## src/rtl/reg_file_responder.sv

```systemverilog
`default_nettype none
// ============================================================================
// Module      : reg_file_responder
// Description : Architectural register file with a handshaked, fixed-latency
//               operand read port (two operands per request) and a single
//               always-ready write-back port with same-edge write bypass.
//
// Ports
//   clk, rst_n            clock (rising edge) / asynchronous active-low reset
//   read_req_vld/rdy      operand read request handshake
//   read_reg0/1_id        source register indices captured with the request
//   read_fbk_vld/rdy      operand feedback handshake
//   read_reg0/1_val       operand values, stable while read_fbk_vld is high
//   write_vld/rdy         write-back handshake (write_rdy is always 1)
//   write_id              id of the writing instruction
//   write_reg_id/val      write destination and data
//   reg_written_mask      one-hot of write_reg_id while write_vld (combinational)
//   last_write_id         id of the most recent accepted write
//   busy                  read FSM is not idle
//
// Revision    : 1.0 - initial release
// ============================================================================
module reg_file_responder #(
    parameter int NUM_REG     = 8,
    parameter int REG_BIT     = 16,
    parameter int INST_ID_BIT = 8,
    parameter int READ_LAT    = 1,   // legal range 1..7
    parameter int REG_ID_BIT  = $clog2(NUM_REG)
) (
    input  logic                   clk,
    input  logic                   rst_n,
    input  logic                   read_req_vld,
    output logic                   read_req_rdy,
    input  logic [REG_ID_BIT-1:0]  read_reg0_id,
    input  logic [REG_ID_BIT-1:0]  read_reg1_id,
    output logic                   read_fbk_vld,
    input  logic                   read_fbk_rdy,
    output logic [REG_BIT-1:0]     read_reg0_val,
    output logic [REG_BIT-1:0]     read_reg1_val,
    input  logic                   write_vld,
    output logic                   write_rdy,
    input  logic [INST_ID_BIT-1:0] write_id,
    input  logic [REG_ID_BIT-1:0]  write_reg_id,
    input  logic [REG_BIT-1:0]     write_val,
    output logic [NUM_REG-1:0]     reg_written_mask,
    output logic [INST_ID_BIT-1:0] last_write_id,
    output logic                   busy
);

    // Three bits cover the largest legal latency (7).
    localparam int                   C_CNT_BIT  = 3;
    localparam logic [C_CNT_BIT-1:0] C_LAT_LOAD = C_CNT_BIT'(READ_LAT - 1);
    localparam logic [C_CNT_BIT-1:0] C_CNT_ONE  = C_CNT_BIT'(1);

    typedef enum logic [1:0] {
        S_IDLE = 2'd0,
        S_WAIT = 2'd1,
        S_HOLD = 2'd2
    } state_t;

    state_t                  r_state;
    logic [C_CNT_BIT-1:0]    r_cnt;
    logic [REG_ID_BIT-1:0]   r_rd0_id;
    logic [REG_ID_BIT-1:0]   r_rd1_id;
    logic [REG_BIT-1:0]      r_regs [NUM_REG];

    logic                    w_req_acc;
    logic [REG_BIT-1:0]      w_rd0_val;
    logic [REG_BIT-1:0]      w_rd1_val;

    // ------------------------------------------------------------------------
    // Register storage and write-back
    // ------------------------------------------------------------------------
    always_ff @(posedge clk or negedge rst_n) begin
        if (!rst_n) begin
            for (int i = 0; i < NUM_REG; i++) begin
                r_regs[i] <= '0;
            end
            last_write_id <= '0;
        end else if (write_vld) begin
            r_regs[write_reg_id] <= write_val;
            last_write_id        <= write_id;
        end
    end

    always_comb begin
        reg_written_mask = '0;
        if (write_vld) begin
            reg_written_mask[write_reg_id] = 1'b1;
        end
    end

    assign write_rdy = 1'b1;

    // A write landing on the same edge as the sample is forwarded so the
    // consumer never sees a value that is one edge stale.
    assign w_rd0_val = (write_vld && (write_reg_id == r_rd0_id)) ? write_val : r_regs[r_rd0_id];
    assign w_rd1_val = (write_vld && (write_reg_id == r_rd1_id)) ? write_val : r_regs[r_rd1_id];

    // ------------------------------------------------------------------------
    // Read FSM
    // ------------------------------------------------------------------------
    // In HOLD a new request is only taken together with the feedback
    // handshake, which gives back-to-back reads without passing through IDLE.
    assign read_req_rdy = (r_state == S_IDLE) || ((r_state == S_HOLD) && read_fbk_rdy);
    assign w_req_acc    = read_req_vld && read_req_rdy;
    assign busy         = (r_state != S_IDLE);

    always_ff @(posedge clk or negedge rst_n) begin
        if (!rst_n) begin
            r_state       <= S_IDLE;
            r_cnt         <= '0;
            r_rd0_id      <= '0;
            r_rd1_id      <= '0;
            read_fbk_vld  <= 1'b0;
            read_reg0_val <= '0;
            read_reg1_val <= '0;
        end else begin
            case (r_state)
                S_IDLE: begin
                    if (w_req_acc) begin
                        r_rd0_id <= read_reg0_id;
                        r_rd1_id <= read_reg1_id;
                        r_cnt    <= C_LAT_LOAD;
                        r_state  <= S_WAIT;
                    end
                end
                S_WAIT: begin
                    if (r_cnt != '0) begin
                        r_cnt <= r_cnt - C_CNT_ONE;
                    end else begin
                        read_reg0_val <= w_rd0_val;
                        read_reg1_val <= w_rd1_val;
                        read_fbk_vld  <= 1'b1;
                        r_state       <= S_HOLD;
                    end
                end
                S_HOLD: begin
                    if (read_fbk_rdy) begin
                        read_fbk_vld <= 1'b0;
                        if (w_req_acc) begin
                            r_rd0_id <= read_reg0_id;
                            r_rd1_id <= read_reg1_id;
                            r_cnt    <= C_LAT_LOAD;
                            r_state  <= S_WAIT;
                        end else begin
                            r_state <= S_IDLE;
                        end
                    end
                end
                default: begin
                    r_state <= S_IDLE;
                end
            endcase
        end
    end

endmodule
`default_nettype wire

```

## config.mk

```make
export PLATFORM = sky130hd
export DESIGN_NAME = reg_file_responder
export DESIGN_NICKNAME = d
export VERILOG_FILES = /design/src/rtl/reg_file_responder.sv
export SDC_FILE = /design/constraint.sdc
export NUM_CORES = 1
export LEC_CHECK = 0
export BUFFER_PORTS_ARGS = -buffer_cell sky130_fd_sc_hd__buf_2
export CAP_MARGIN = 0
export CORE_ASPECT_RATIO = 2
export CORE_MARGIN = 2
export CORE_UTILIZATION = 32
export CTS_CLUSTER_DIAMETER = 30
export CTS_CLUSTER_SIZE = 40
export DETAILED_ROUTE_END_ITERATION = 16
export PLACE_DENSITY = 0.56
export SLEW_MARGIN = 20
export SYNTH_ARGS = -nofsm -noshare
export SYNTH_HDL_FRONTEND = slang
export SYNTH_SLANG_ARGS = --single-unit
```

## constraint.sdc

```tcl
create_clock -name clk -period 1.79 [get_ports clk]
set_input_delay 0.179 -clock clk [delete_from_list [all_inputs] [get_ports clk]]
set_output_delay 0.179 -clock clk [all_outputs]
set_load 0.01 [all_outputs]
```

======== Word-level counts from Yosys, hierarchy flattened ========
Index checks and enable logic that the tools add are counted.
cells by class
  add/subtract/negate cells ............... 1
  order comparisons ....................... 6
  eq/ne operators ......................... 8
  mux-type cells .......................... 32
  bitwise operators ....................... 4
  reductions and logical operators ........ 18
operators with widths
  cell                                                                   count
  128-bit bitwise mux                                                    1
  16-bit two-way mux                                                     7
  16-bit binary-select mux with 3-bit select                             2
  16-bit demux with 3-bit select                                         1
  3-bit two-way mux                                                      7
  4-bit >= comparator, second input constant                             3
  3-bit inverter with 4-bit output                                       3
  3-bit case mux with 2 select lines                                     2
  3-bit case mux with 3 select lines                                     1
  3-bit AND reduction                                                    3
  8-bit two-way mux                                                      1
  2-bit inequality test, second input constant                           4
  3-bit == test                                                          2
  1-bit logical AND                                                      6
  2-bit two-way mux                                                      3
  2-bit case mux with 3 select lines                                     1
  2-bit nonzero test                                                     3
  3-bit nonzero test                                                     2
  3-bit by 4-bit < comparator with 1-bit output, second input constant   1
  4-bit by 1-bit < comparator with 1-bit output, second input constant   1
  1-bit two-way mux                                                      4
  2-bit AND reduction                                                    2
  1-bit demux with 3-bit select                                          1
  3-bit by 1-bit >= comparator with 1-bit output, second input constant  1
  7 further kinds                                                        7
storage, ports and cells
  bits in registers ....................... 180
  input port bits ......................... 38
  output and inout port bits .............. 52
  word-level logic and storage cells ...... 85

======== Longest topological paths before layout ========
Gate-level depths: netlist of run 1.
  depth in word-level cells ............... 7
  depth in mapped cells ................... 8
  mapped depth without buffers ............ 6

======== Least setup slack after synthesis of run 1 ========
Ideal clock, no wire load.
  kind .................................... register to register
  start point ............................. register r_rd0_id[0]
  end point ............................... register read_reg0_val[10]
  library setup time ...................... 138 ps
  data arrival time ....................... 1501 ps
  data required time ...................... 1652 ps
  path slack .............................. 151 ps
  cell stages (with the launch flop) ...... 6
  path buffers ............................ 2
  clock period less this slack ............ 1639 ps
  cell sequence ........................... dfrtp_1 buf_6 buf_2 mux4_2 mux2i_1 o221ai_1
on the way
  word-level cells in the longest chain between the ends .. 5
  elaborated cells between the ends (all ways) .. 7
  those cells by class .................... 1 x eq/ne; 4 x mux; 1 x bitwise; 1 x reduce/logical
ends and longest elaborated chain
  element                                                 RTL line  text
  start, declared                                         63        logic [REG_ID_BIT-1:0] r_rd0_id;
  start signal, assigned                                  122       r_rd0_id <= read_reg0_id;
  start signal, assigned                                  142       r_rd0_id <= read_reg0_id;
  3-bit inverter with 4-bit output (not written as such)  97        assign w_rd0_val = (write_vld && (write_reg_id == r_rd0_id)) ? write_val : r_regs[r_rd0_id];
  16-bit binary-select mux with 3-bit select              97
  16-bit two-way mux (not written as such) (2 in series)  97
  16-bit two-way mux (*)                                  97
  end signal, assigned                                    132       read_reg0_val <= w_rd0_val;
  end, declared                                           38        output logic [REG_BIT-1:0] read_reg0_val,
Every way passes the cells marked *; elsewhere a longest branch is shown, timed or not. The select of a mux whose other input is x is not followed.
A chain may end at the register's enable or synchronous reset.

======== Worst setup path in the final report of run 1 ========
  start point ............................. register r_rd1_id[0]
  end point ............................... register read_reg1_val[7]
on the way
  word-level cells in the longest chain between the ends .. 5
  elaborated cells between the ends (all ways) .. 7
  those cells by class .................... 1 x eq/ne; 4 x mux; 1 x bitwise; 1 x reduce/logical
ends and longest elaborated chain
  element                                                 RTL line  text
  start, declared                                         64        logic [REG_ID_BIT-1:0] r_rd1_id;
  start signal, assigned                                  123       r_rd1_id <= read_reg1_id;
  start signal, assigned                                  143       r_rd1_id <= read_reg1_id;
  3-bit inverter with 4-bit output (not written as such)  98        assign w_rd1_val = (write_vld && (write_reg_id == r_rd1_id)) ? write_val : r_regs[r_rd1_id];
  16-bit binary-select mux with 3-bit select              98
  16-bit two-way mux (not written as such) (2 in series)  98
  16-bit two-way mux (*)                                  98
  end signal, assigned                                    133       read_reg1_val <= w_rd1_val;
  end, declared                                           39        output logic [REG_BIT-1:0] read_reg1_val,
Marked as above.

==> results of run 1 <==
==> per-stage QoR <==
stage / util, % / worst slack (ps)
2_1_floorplan: - / 151
3_5_place_dp: 36.1 / 19.7
6_report: 39.3 / 48.8
5_1_grt: 39.3 / -11.0
3_3_place_gp: 36.1 / 40.3
4_1_cts: 38.9 / -5.98
==> cell usage after synthesis, types with 3 or more instances <==
master    instances
o221ai_1          7
mux2_2           83
xnor2_2           3
buf_4            10
mux2i_1          30
o221a_2          20
o21ai_0          39
buf_6             9
mux4_1            9
mux4_2           55
mux2_1            3
o221a_1           3
buf_2            14
nand2_1         138
clkinv_1          3
xnor2_1           3
dfrtp_1         180
inv_1            15
buf_1             9
clkbuf_1         11
nand2b_1          3
==> worst reg2reg max path: stages (launching register included) <==
cell and delay (ps):
dfrtp_2 500, buf_12 210, mux4_2 500, mux2_4 280, nand2_2 70, o211ai_2 70
==> path summary, 6_finish.rpt <==
| kind | start | end | slack (ps) | depth (start not counted) |
|---|---|---|---|---|
| worst max-delay path | r_rd1_id[0] | read_reg1_val[7] | 50 | 5 |
| worst min-delay path | write_val[8] | r_regs[104] | 50 | 2 |
| worst max register to register | r_rd1_id[0] | read_reg1_val[7] | 50 | 5 |
| worst min register to register | r_regs[45] | r_regs[45] | 490 | 2 |
| max in group asynchronous | rst_n | r_regs[90] | 950 | 3 |
| min in group asynchronous | rst_n | r_regs[67] | 210 | 2 |
==> placed cells by master (no fill, tap or decap), drive strengths merged, types with 4 or more instances in the layout <==
master and n:
dfrtp 180, o221a 23, nand2 140, nand2b 4, o21ai 39, inv 19
mux2i 30, dlygate4sd3 16, clkinv 8, mux4 64, o221ai 7, clkbuf 18
xnor2 6, mux2 87, buf 136
==> repair_timing <==
action                                  in CTS  in global routing
endpoints found under the hold margin       77                  0
hold buffers                                16                  0
resized for setup                            0                  8
buffers inserted                             0                  7
endpoints found under the setup margin       2                 31
==> sequential cells by signal, indices dropped and copies added, names as in the netlist <==
signal and flops:
r_rd1_id 3, r_regs 128, r_rd0_id 3, read_reg1_val 16, r_state 2, r_cnt 3
read_fbk_vld 1, read_reg0_val 16, last_write_id 8
==> cells by family (layout without fill, tap and decap cells) <==
group / after synthesis / after routing / synth area share [%]
AOI/OAI and AO/OA: 76 / 76 / 6.43
xor gates and xnor gates: 7 / 7 / 0.923
adders and majority gates: 2 / 2 / 0.276
buffers and inverters: 72 / 202 / 4.51
DFF: 180 / 180 / 49.6
muxes: 181 / 181 / 30.4
other: 1 / 1 / 0.0413
and+or+nand+nor: 162 / 162 / 7.84
==> power groups by stage <==
| stage | registers, uW | clock network, uW | logic (uW) |
|---|---|---|---|
| floorplan | 5940 | 0 | 5130 |
| global placement | 6140 | 0 | 7100 |
| detailed placement | 6170 | 0 | 7200 |
| CTS | 6110 | 4060 | 7230 |
| global route | 6250 | 4210 | 7950 |
| finish | 6120 | 3950 | 7360 |
==> area by class of cell <==
cell class              count  share of cell area (%)
clock buffers              18                    3.98
repair buffers            152                    10.7
clock inverters            14                    1.60
inverters                  18                   0.613
multi-input cells         429                    38.2
flip-flops and latches    180                    40.9
well taps                 356                    4.04
==> routing by layer <==
layer  GRT usage [%]  vias up
li1                -     2723
met1            20.0     3196
met2            32.0      162
met3            2.87       27
met4            6.15        2
met5               0        -
==> flow_summary_export.csv, run 1 <==
group,metric,value,unit
finish,multiInputGateArea,4210,um^2
yosys,synth_top_area_share,49.6,%
yosys,synth.area.top_cells,"dfrtp_1 (50%), mux4_2 (14%), mux2_2 (10%)",
status,status,"finished, final reports clean",
worst_setup_path,worstPathMaxFanout,12,
yosys,seq_area_frac_synth,49.6,%
power,pwr-share-seq,35.1,%
route,wl,25100,um
yosys,synth-seq-cells,180,
power,p_sw_share,33.7,%
sta,timing.final.crit_share,97.3,%
yosys,async_reset_ff_share,100,%
worst_setup_path,crit_slowest_cell,"dfrtp_2",
route,dr.pass1.iters,4,
worst_setup_path,cpPeakStageDelay,500,ps
global_route,globalRouteTotalUtil,17.5,%
finish,fill_cells,2677,
clock_tree,clockBufferDepth,2,
clock_tree,numCtsBuffers,17,
route,maxUsedRoutingLayer,"met5",
place,gp_congestion,0.785,
route,via_per_inst,5.24,
place,dp_cells,1112,
place,portBuffers,88,
yosys,syn_nets,721,
sta,fin_tns_setup,0,ps
yosys,synth_warnings,0,
global_route,grt_antenna_before_repair,1,
yosys,ys_types,49,
sta,rsz0062_at_grt,"yes",
power,internal_power,11600,uW
clock_tree,cts_root_buf,"clkbuf_16",
route,vias,6110,
floorplan,ios,90,
route,drcViolationCount,0,
power,vdd_drop_max,1.07,mV
finish,drive_gt1_share,43.2,%
route,drtAntennaViolNets,0,
worst_setup_path,critPathTopFamily,"multiplexers",
worst_setup_path,end_kind,"flip-flop",
global_route,gr-total-overflow,0,
power,fin_total_pwr,17400,uW
run,drv_cap,0,
power,switching_power,5860,uW
power,p_leak,0.00487,uW
floorplan,fp.dieH,242,um
place,placed_area,10200,um^2
yosys,synth_top_area_cell,"dfrtp_1",
yosys,netlist_area,9080,um^2
global_route,grt_pass1_wl,38700,um
clock_tree,htree_levels,4,
sta,period_minus_slack,1740,ps
floorplan,coreArea,28100,um^2
finish,diodes,0,
place,dp_hpwl,16600,um
sta,whs,45.6,ps
worst_setup_path,crit_type,"flip-flop to flip-flop",
route,wl_met2,14100,um
sta,clock.fmax,0.574,GHz
sta,fin_worst_skew,10.2,ps
clock_tree,clock_latency,450,ps
clock_tree,cts.sinks,180,
floorplan,start_util,32.3,%
power,clock_power_share,22.7,%
worst_setup_path,worstPathRequired,2110,ps
global_route,grt_pass1_vias,6517,
worst_setup_path,cp_cell_sequence,"buf_12, mux4_2, mux2_4, nand2_2, o211ai_2",
floorplan,die-area,29800,um^2
yosys,syn_area_per_cell,13.3,um^2
power,p_per_area,1580,nW/um^2
finish,syn2layout_area_growth,21.5,%
floorplan,rows,87,
sta,hold_violations,0,
worst_setup_path,start_kind,"flip-flop",
route,wire_per_inst,21.5,um
finish,nets,838,
power,power_frac_comb,42.2,%
clock_tree,cts_tree,"yes",
finish,final_cells,1167,
sta,setup_viol,0,
yosys,synth_edf_count,0,
route,drt-initial-drc-count,310,
floorplan,die_x,123,um
yosys,synthCells,681,
global_route,grt_max_degree,41,
sta,drv_slew,0,
worst_setup_path,cp.arrival,2070,ps
finish,design_area,11000,um^2
route,met1_length,9500,um
worst_hold_path,hp-class,"input port to flip-flop",
yosys,ys.flop_type,"dfrtp_1",
finish,seq_area,4510,um^2
worst_setup_path,crit_buf_inv,1,
route,dr_wl_met3,1150,um
clock_tree,clkSlewWorstSetupHoldPaths,70,ps
Note: power is estimated with default switching activity, not from simulation.
==> run 2, diff against run 1 <==
- GPL_TIMING_DRIVEN: unset -> 0
- REMOVE_ABC_BUFFERS: unset -> 1
==> run 2 against run 1 <==
Via count rose by 3.4%. Cell count rose by 1.6%. Worst hold slack got worse by 9.7 ps. Register-to-register slack worse by 30 ps. Global-route usage is 1.4 points higher. Wire length grew 7.5%.
==> flow_summary_export.csv, run 2 (same netlist as run 1, synthesis figures left out) <==
group,metric,value,unit
worst_setup_path,start_kind,"flip-flop",
power,p_leak,0.00505,uW
status,status,"finished, final reports clean",
clock_tree,cts.sinks,180,
global_route,grt_antenna_before_repair,0,
global_route,globalRouteTotalUtil,18.8,%
power,vdd_drop_max,0.725,mV
worst_setup_path,worstPathMaxFanout,8,
global_route,grt_pass1_wl,40700,um
floorplan,rows,87,
worst_setup_path,crit_type,"flip-flop to flip-flop",
clock_tree,clockBufferDepth,2,
sta,setup_viol,0,
route,via_per_inst,5.33,
place,dp_hpwl,16600,um
finish,diodes,0,
sta,rsz0062_at_grt,"yes",
power,p_per_area,1620,nW/um^2
global_route,grt_max_degree,94,
route,dr.pass1.iters,4,
sta,fin_worst_skew,9.39,ps
sta,timing.slew.headroom,43.1,%
route,drtAntennaViolNets,0,
worst_hold_path,hp-class,"input port to flip-flop",
route,drt-initial-drc-count,406,
floorplan,die-area,29800,um^2
finish,syn2layout_area_growth,26.4,%
floorplan,fp.dieH,242,um
sta,period_minus_slack,1770,ps
finish,drive_gt1_share,45.7,%
worst_setup_path,end_kind,"flip-flop",
place,portBuffers,88,
sta,fin_tns_setup,0,ps
floorplan,coreArea,28100,um^2
global_route,grt_pass1_vias,6619,
route,drcViolationCount,0,
finish,top_regs,"r_regs (128), read_reg0_val (16), read_reg1_val (16)",
floorplan,die_x,123,um
finish,nets,858,
worst_setup_path,cp.arrival,2110,ps
place,dp_cells,1088,
finish,largest_reg_flops,128,
clock_tree,numCtsBuffers,17,
finish,regMostFlops,"r_regs",
clock_tree,cts_tree,"yes",
route,wire_per_inst,22.8,um
run,drv_cap,0,
place,gp_congestion,0.725,
finish,final_common_cell,"dfrtp_1",
sta,hold_violations,0,
sta,clock.fmax,0.564,GHz
clock_tree,clock_latency,450,ps
clock_tree,clkSlewWorstSetupHoldPaths,70,ps
floorplan,ios,90,
route,wl,27000,um
route,vias,6316,
sta,whs,35.9,ps
worst_setup_path,worstPathRequired,2120,ps
clock_tree,cts_root_buf,"clkbuf_16",
sta,drv_slew,0,
finish,final_cells,1186,
floorplan,start_util,32.3,%
finish,mostFrequentLayoutCells,"dfrtp_1 (174), nand2_1 (137), buf_2 (86)",
clock_tree,htree_levels,4,
sta,worst_pin_slew,852,ps
global_route,gr-total-overflow,0,
sta,timing.final.crit_share,99.1,%
finish,fill_cells,2586,
[run 2: what timing repair did]
item                                    CTS  global route
endpoints found under the hold margin   123             0
resized for setup                        26            23
hold buffers                             16             0
setup buffers                            36            10
endpoints found under the setup margin   40            34
pin swaps                                10            12
cloned                                    4             1
[run 2: layout make-up]
type / instances / area, um^2 / share of cell area, %
flip-flops and latches: 180 / 4530 / 39.4
multi-input cells: 430 / 4400 / 38.4
repair buffers: 171 / 1480 / 12.9
clock buffers: 20 / 457 / 3.98
well taps: 356 / 445 / 3.88
clock inverters: 11 / 101 / 0.883
inverters: 18 / 67.6 / 0.589
[run 2: metrics by stage]
stage                     area (um^2)  setup WS [ps]  total power [uW]  util (%)
after floorplan                  8740           -749             10700         -
after global placement           9630          -2950             12700      34.3
after detailed placement         9990          -1280             13300      35.6
after CTS                       11200          -6.52             18200      40.0
after global routing            11500          -41.5             19500      40.9
final                           11500           16.0             18600      40.9
[run 2: worst paths after layout]
| check | start | to | slack, ps | cells past startpoint |
|---|---|---|---|---|
| hold / removal | write_val[14] | r_regs[126] | 40 | 2 |
| hold reg to reg | read_reg0_val[14] | read_reg0_val[14] | 490 | 2 |
| max in group asynchronous | rst_n | r_rd1_id[2] | 540 | 4 |
| min in group asynchronous | rst_n | read_reg1_val[15] | 130 | 2 |
| setup reg to reg | r_rd0_id[0] | read_reg0_val[15] | 20 | 5 |
| setup / recovery | r_rd0_id[0] | read_reg0_val[15] | 20 | 5 |
[run 2: power by group]
group	total, uW	switching (uW)	internal (uW)
Combinational	8810	3880	4930
Clock	3670	1680	1990
Sequential	6070	838	5230
Total	18600	6400	12100
[run 2: worst max-delay path, stage by stage (launching register included)]
cell and delay, ps:
dfrtp_4 520, buf_16 170, xnor2_4 130, nand4_1 190, or2_4 390, o221a_4 250
[run 2: metal layers]
| metal | GRT usage, % | up-vias | share of wire [%] |
|---|---|---|---|
| met4 | 9.73 | 0 | 4.7 |
| met3 | 3.58 | 63 | 4.5 |
| met2 | 33.0 | 179 | 55 |
| li1 | - | 2768 | - |
| met1 | 21.3 | 3306 | 36 |
| met5 | 0 | - | 0 |
